--- src/rtl/sin_lut_arb_if.sv ---
// Requester/LUT bus for sin_lut_arb: per-requester request, address and grant,
// the shared LUT read port, and the broadcast read-data return path.
interface sin_lut_arb_if #(
    parameter int N_REQ     = 4,
    parameter int ADDR_BITS = 9,
    parameter int DATA_BITS = 16
);
    logic [N_REQ-1:0]           req;
    logic [N_REQ*ADDR_BITS-1:0] addr;
    logic [N_REQ-1:0]           gnt;
    logic                       lut_en;
    logic [ADDR_BITS-1:0]       lut_addr;
    logic [DATA_BITS-1:0]       lut_q;
    logic [N_REQ-1:0]           rd_valid;
    logic [DATA_BITS-1:0]       rd_data;

    // Requesters plus the LUT memory on one side, the arbiter on the other.
    modport master (
        output req, addr, lut_q,
        input  gnt, lut_en, lut_addr, rd_valid, rd_data
    );

    modport slave (
        input  req, addr, lut_q,
        output gnt, lut_en, lut_addr, rd_valid, rd_data
    );
endinterface

--- src/rtl/sin_lut_arb.sv ---
// Round-robin arbiter sharing one sine LUT read port among N_REQ requesters;
// grant-to-data latency is two cycles and the requester id travels with the read.
module sin_lut_arb #(
    parameter int N_REQ     = 4,
    parameter int ADDR_BITS = 9,
    parameter int DATA_BITS = 16
) (
    input  logic              clk,
    input  logic              reset,
    input  logic              en,
    sin_lut_arb_if.slave      bus,
    output logic [15:0]       conflict_cnt
);
    localparam int RR_W = (N_REQ > 1) ? $clog2(N_REQ) : 1;

    logic [RR_W-1:0]      rr;
    logic [RR_W-1:0]      sel;
    logic [RR_W-1:0]      next_rr;
    logic                 found;
    logic                 grant;
    logic                 multi;
    logic [N_REQ-1:0]     eligible;
    logic [N_REQ-1:0]     sel_oh;
    logic [ADDR_BITS-1:0] sel_addr;
    logic [N_REQ-1:0]     rd_pend;

    // A requester granted this cycle is still showing req, so mask it out.
    assign eligible = bus.req & ~bus.gnt;
    assign grant    = en & found;
    assign multi    = $countones(eligible) > 1;
    assign sel_oh   = N_REQ'(1) << sel;
    assign sel_addr = bus.addr[int'(sel)*ADDR_BITS +: ADDR_BITS];

    // NOTE: every variable gets a default at the top of always_comb so no path
    // leaves it unassigned, which would otherwise infer a latch.
    always_comb begin
        int idx;
        idx   = 0;
        sel   = '0;
        found = 1'b0;
        for (int k = 0; k < N_REQ; k++) begin
            idx = int'(rr) + k;
            if (idx >= N_REQ) idx = idx - N_REQ;
            if (!found && eligible[idx]) begin
                found = 1'b1;
                sel   = RR_W'(idx);
            end
        end
    end

    always_comb begin
        next_rr = '0;
        if (int'(sel) != N_REQ - 1) next_rr = sel + RR_W'(1);
    end

    // NOTE: state is updated with non-blocking assignments so every register
    // samples pre-edge values, independent of statement order.
    always_ff @(posedge clk or posedge reset) begin
        if (reset) begin
            rr           <= '0;
            bus.gnt      <= '0;
            bus.lut_en   <= 1'b0;
            bus.lut_addr <= '0;
            rd_pend      <= '0;
            bus.rd_valid <= '0;
            bus.rd_data  <= '0;
            conflict_cnt <= '0;
        end else begin
            bus.gnt    <= grant ? sel_oh : '0;
            bus.lut_en <= grant;
            if (grant) begin
                bus.lut_addr <= sel_addr;
                rr           <= next_rr;
            end
            // lut_q answers the strobe one cycle later; the id follows it.
            rd_pend      <= bus.gnt;
            bus.rd_valid <= rd_pend;
            if (|rd_pend) bus.rd_data <= bus.lut_q;
            if (en && multi && conflict_cnt != 16'hFFFF)
                conflict_cnt <= conflict_cnt + 16'd1;
        end
    end
endmodule

--- src/flat_wrapper.sv ---
// flat-port wrapper written by rule: the top's interface ports become plain ports
module sin_lut_arb_flat 
#(
    parameter int N_REQ     = 4,
    parameter int ADDR_BITS = 9,
    parameter int DATA_BITS = 16
)
  (clk, reset, en, conflict_cnt, bus_req, bus_addr, bus_lut_q, bus_gnt, bus_lut_en, bus_lut_addr, bus_rd_valid, bus_rd_data);
  sin_lut_arb_if #(.N_REQ(N_REQ), .ADDR_BITS(ADDR_BITS), .DATA_BITS(DATA_BITS)) bus_i ();
  input  logic clk;
  input  logic reset;
  input  logic en;
  output logic [15:0] conflict_cnt;
  input wire logic [$bits(bus_i.req)-1:0] bus_req;
  input wire logic [$bits(bus_i.addr)-1:0] bus_addr;
  input wire logic [$bits(bus_i.lut_q)-1:0] bus_lut_q;
  output wire logic [$bits(bus_i.gnt)-1:0] bus_gnt;
  output wire logic [$bits(bus_i.lut_en)-1:0] bus_lut_en;
  output wire logic [$bits(bus_i.lut_addr)-1:0] bus_lut_addr;
  output wire logic [$bits(bus_i.rd_valid)-1:0] bus_rd_valid;
  output wire logic [$bits(bus_i.rd_data)-1:0] bus_rd_data;
  assign bus_i.req = bus_req;
  assign bus_i.addr = bus_addr;
  assign bus_i.lut_q = bus_lut_q;
  assign bus_gnt = bus_i.gnt;
  assign bus_lut_en = bus_i.lut_en;
  assign bus_lut_addr = bus_i.lut_addr;
  assign bus_rd_valid = bus_i.rd_valid;
  assign bus_rd_data = bus_i.rd_data;
  sin_lut_arb #(.N_REQ(N_REQ), .ADDR_BITS(ADDR_BITS), .DATA_BITS(DATA_BITS)) u_core (.clk(clk), .reset(reset), .en(en), .bus(bus_i), .conflict_cnt(conflict_cnt));
endmodule
--- config.mk ---
export PLATFORM = sky130hd
export DESIGN_NAME = sin_lut_arb_flat
export DESIGN_NICKNAME = d
export VERILOG_FILES = /design/src/rtl/sin_lut_arb_if.sv /design/src/rtl/sin_lut_arb.sv /design/src/flat_wrapper.sv
export SDC_FILE = /design/constraint.sdc
export NUM_CORES = 1
export LEC_CHECK = 0
export CORE_MARGIN = 5
export CORE_UTILIZATION = 41
export CTS_CLUSTER_SIZE = 8
export DETAILED_ROUTE_END_ITERATION = 8
export PLACE_DENSITY_LB_ADDON = 0.25
export REMOVE_ABC_BUFFERS = 1
export SLEW_MARGIN = 20
export SYNTH_ARGS = -nofsm -noshare
export SYNTH_HDL_FRONTEND = slang
export SYNTH_SLANG_ARGS = --single-unit
--- constraint.sdc ---
create_clock -name clk -period 7.13 [get_ports clk]
set_input_delay 1.426 -clock clk [delete_from_list [all_inputs] [get_ports clk]]
set_output_delay 1.426 -clock clk [all_outputs]
set_load 0.01 [all_outputs]
* Word-level counts from Yosys, hierarchy flattened
Cells that the tools add are included.
** Cells by class
- Multiplexer cells :: 26
- Equality and inequality tests :: 2
- $add $sub $neg :: 12
- Multipliers :: 1
- Magnitude comparators :: 9
- Bitwise logic cells :: 3
- Shifts and indexed selects :: 2
- Reductions and logical operators :: 9
** Operator list (number)
- $lt 32x4->1 const B :: 4
- $mux 32 :: 4
- $ge 32x4->1 const B :: 3
- $sub 32x4->32 const B :: 3
- $shiftx 36x32->9 :: 1
- $add 32x32->32 :: 1
- $gt 32x2->1 const B :: 1
- $add 16x1->16 const B :: 1
- $ne 16x16->1 const B :: 1
- $mux 1 :: 12
- $mux 2 :: 5
- $bmux 1 s2 :: 4
- $add 2x2->3 const B :: 2
- $mul 2x4->6 const B :: 1
- $logic_and 1x1->1 :: 5
- $add 1x1->2 :: 2
- $and 4x4->4 :: 1
- $mux 4 :: 1
- $not 4->4 :: 1
- $reduce_or 4->1 :: 1
- $shl 1x2->4 const A :: 1
- $sub 2x3->4 const B :: 1
- $add 2x1->3 const B :: 1
- $ge 2x3->1 const B :: 1
- other kinds (4) :: 6
** Storage, ports and cells
- Logic and storage cells :: 72
- Output and inout port bits :: 50
- Input bits :: 59
- Flip-flop bits (word level) :: 56

* Longest topological paths before layout
- Depth after elaboration :: 17
- Depth in mapped cells :: 10
- Gate-level depth less buffers :: 10

* Worst setup path before layout
Ideal clock, no wire load.
- Path type :: input-to-reg
- From :: input bus_req[3]
- To :: register u_core.conflict_cnt[9]
- Buffers on the path :: 0
- Path slack :: 3648 ps
- Setup time :: 79 ps
- Arrival :: 3403 ps
- Stages :: 10
- Required time :: 7051 ps
- Path through :: nor2b_1 > or2_2 > nand3_1 > fa_1 > nand2_1 > nand2_1 > a21oi_4 > or3b_4 > nor3_2 > xor2_1
** Between the ends
- Cells in the longest elaborated chain, start to end :: 6
** RTL lines
- start: declaration :: RTL line flat_wrapper.sv:14 : input wire logic [$bits(bus_i.req)-1:0] bus_req;
- $and 4x4->4 :: RTL line sin_lut_arb.sv:28 : assign eligible = bus.req & ~bus.gnt;
- $add 1x1->2 (implied by the code) :: RTL line sin_lut_arb.sv:30 : assign multi = $countones(eligible) > 1;
- $add 32x32->32 (implied by the code) :: RTL line sin_lut_arb.sv:30
- $gt 32x2->1 :: RTL line sin_lut_arb.sv:30
- $logic_and 1x1->1 (2 in series) :: RTL line sin_lut_arb.sv:79 : if (en && multi && conflict_cnt != 16'hFFFF)
- end signal: assignment :: RTL line sin_lut_arb.sv:80 : conflict_cnt <= conflict_cnt + 16'd1;
- end: declaration :: RTL line sin_lut_arb.sv:12 : output logic [15:0] conflict_cnt
Every way passes these cells.
A chain may end at the register's enable or synchronous reset.

* Worst setup path in the final report
- From :: input bus_req[0]
- To :: register u_core.conflict_cnt[12]
Same word-level chain as after synthesis.

==> qor.csv <==
metric;value;unit
run_status;finished clean;
holdWs;0.422;ns
grt_pass1_vias;2083;
syn_inst;212;
synthMuxAreaShare;12.5;%
fp.dieW;91.1;µm
maxSlewViolCount;0;
area_growth;46.5;%
crit_arrival;4.16;ns
placementRows;29;
finalSetupViolCount;0;
worst_pin_slew;0.960;ns
ios;109;
peakVddDrop;0.199;mV
path_clk_slew;0.11;ns
slew_headroom;35.5;%
synth-simple-area-share;15.6;%
dr.pass1.iters;4;
clock_sinks;56;
synth_seq_area_share;52.0;%
synth_area;2700;µm²
vias_per_cell;5.04;
ant_nets;0;
cts_buffer_depth;2;
p_per_area;350;nW/µm²
crit_path_cell_trace;clkdlybuf4s50_1 -> nor2b_4 -> xnor2_1 -> nand3_1 -> fa_1 -> nand2_1 -> nand2_1 -> a2111oi_0 -> nand2_1 -> nor4_2 -> xnor2_1;
cts_made_buffers;5;
synth-seq-cells;56;
core_area;6390;µm²
drc;0;
synth.avg_cell_area;12.7;µm²
routed_wl;5900;µm
root_buffer;clkbuf_8;
synth_top_family_by_area;simple AND/OR/NAND/NOR gates;
gp_congestion;0.816;
ctsResizeCount;0;
grt_usage;14.5;%
cts_hold_buf;0;
crit_path_end_kind;register;
tns;0;ns
yosys_warnings;0;
worstHoldStart;u_core.bus.gnt[1];
wl_per_cell;14.7;µm
synth_adder_area_share;1.67;%
grt_pass1_wl;10000;µm
cp.depth;11;
slowest_stage;clkdlybuf4s50_1;
grt_setup_unrepaired;no;
worstPathRequired;7.36;ns
die_area;8300;µm²
first_iter_violations;50;
portBuffers;108;
cap_violations;0;
ys_types;50;
synth_compound_area_share;10.3;%
r2r-start;u_core.bus.gnt[0];
htree_levels;2;
clk_latency;0.31;ns
grt_max_degree;57;
critPathKind;input port to register;
critPathBufInv;1;
fp.dieH;91.1;µm
drive_gt1_share;19.4;%
postCtsSetupRepairBufs;0;
num_antenna_cells;0;
fin_skew;0.0139;ns
antenna_found_initial;0;
tritoncts;done;
dp_hpwl;4590;µm
reg2reg_depth;10;
cp-endpoint;u_core.conflict_cnt[12];
final_nets;385;
r2r_end;u_core.conflict_cnt[12];
cpPeakStageDelay;0.49;ns
grt.overflow.total;0;
hp-class;register to register;
critPathTopFamily;simple AND/OR/NAND/NOR gates;
worst-path-max-fanout;5;
initial_core_util;42.2;%
layout_min_cycle_time;3.93;ns
power;1.38;mW
synth_xor_area_share;5.20;%
cpMostUsedCell;nand2_1;
setup.worst_path.start;bus_req[0];
hold_viol_final;0;
post-route-period-util;55.1;%
reg2reg_slack;4.36;ns
route.vias.total;2020;
fmax;255;MHz
startpoint_type;input port;
leakagePower;1.62;nW
-- per-stage QoR --
step / worst slack, ns / util [%] / instances / cell area, µm²
finish: 3.20 / 61.9 / 401 / 3950
global route: 3.07 / 61.9 / 401 / 3950
CTS: 3.29 / 61.9 / 401 / 3950
detailed placement: 2.95 / 60.4 / 393 / 3860
global placement: 3.03 / 60.4 / 393 / 3860
floorplan: 3.65 / - / 207 / 2660
-- area by class of cell --
cell class,count,area [µm²]
Clock buffer,5,68.8
Clock inverter,3,26.3
Fill cell,520,2430
Inverter,9,41.3
Multi-Input combinational cell,142,1230
Sequential cell,56,1400
Tap cell,77,96.3
Timing Repair Buffer,109,1090
-- state kept, by name, indices dropped and copies added, names as in the netlist --
name                 flops
u_core.bus.gnt           4
u_core.bus.rd_valid      4
u_core.bus.rd_data      16
u_core.bus.lut_en        1
u_core.bus.lut_addr      9
u_core.conflict_cnt     16
u_core.rr                2
u_core.rd_pend           4
-- per-layer routing --
metal / vias to the layer above / part of all wire, % / global-route usage [%]
met2: 79 / 46 / 22.9
met1: 951 / 42 / 18.1
li1: 981 / - / -
met5: - / 0 / 0
met4: 0 / 1.6 / 5.01
met3: 9 / 10 / 5.70
-- cells by family after synthesis --
family                   count (synthesis)
AND/OR/NAND/NOR                         63
XOR/XNOR                                16
flip-flops                              56
AO/OA/AOI/OAI                           30
adder cells (fa/ha/maj)                  3
multiplexers                            30
buffers and inverters                   14
-- power breakdown --
group          switching [mW]  internal (mW)  total [mW]
Clock                   0.108         0.0718       0.179
Combinational           0.291          0.392       0.683
Sequential             0.0854          0.433       0.519
Total                   0.484          0.897        1.38
-- synth_stat cells (all sizes together) --
cell / count / area [µm²]
nor3b: 1 / 12.5
nor2: 11 / 46.3
buf: 4 / 30.0
a221o: 4 / 40.0
a221oi: 1 / 26.3
xnor2: 10 / 87.6
a211oi: 1 / 12.5
nor3: 9 / 55.1
mux2i: 4 / 40.0
and2: 1 / 6.26
or2: 1 / 6.26
xor2: 6 / 52.6
o31ai: 1 / 21.3
o21ai: 9 / 67.6
clkbuf: 1 / 3.75
and3: 2 / 12.5
a21oi: 7 / 50.1
a22oi: 5 / 42.5
nand3b: 1 / 7.51
a2111oi: 1 / 8.76
fa: 1 / 20.0
ha: 2 / 25.0
nor4: 6 / 77.6
nand2: 15 / 56.3
nand3: 4 / 20.0
inv: 9 / 41.3
mux2: 26 / 297
or3b: 2 / 20.0
nand4: 4 / 40.0
a311oi: 1 / 8.76
nand2b: 3 / 26.3
nor2b: 3 / 33.8
dfrtp: 56 / 1400
-- worst min-delay path by stage --
stage	cells after the start	endpoint
after global placement	0	u_core.rd_pend[1]
after detailed placement	0	u_core.rd_pend[1]
after floorplan	0	u_core.bus.rd_valid[1]
after CTS	0	u_core.rd_pend[1]
final	0	u_core.rd_pend[1]
after global routing	0	u_core.rd_pend[1]
-- cells in the final DEF (no fill, tap or decap), types with 3 or more instances in the layout --
cell	n
nand3_1	4
xnor2_1	10
nor4_2	3
nor2_1	9
inv_1	5
nor3_1	7
a221o_1	4
a22oi_1	4
clkbuf_8	5
xor2_1	6
mux2i_1	4
dfrtp_1	56
nand2_1	15
clkdlybuf4s50_1	108
nand4_1	3
mux2_2	25
o21ai_1	7
a21oi_1	5
No activity file was read; power rests on OpenSTA's default activity.
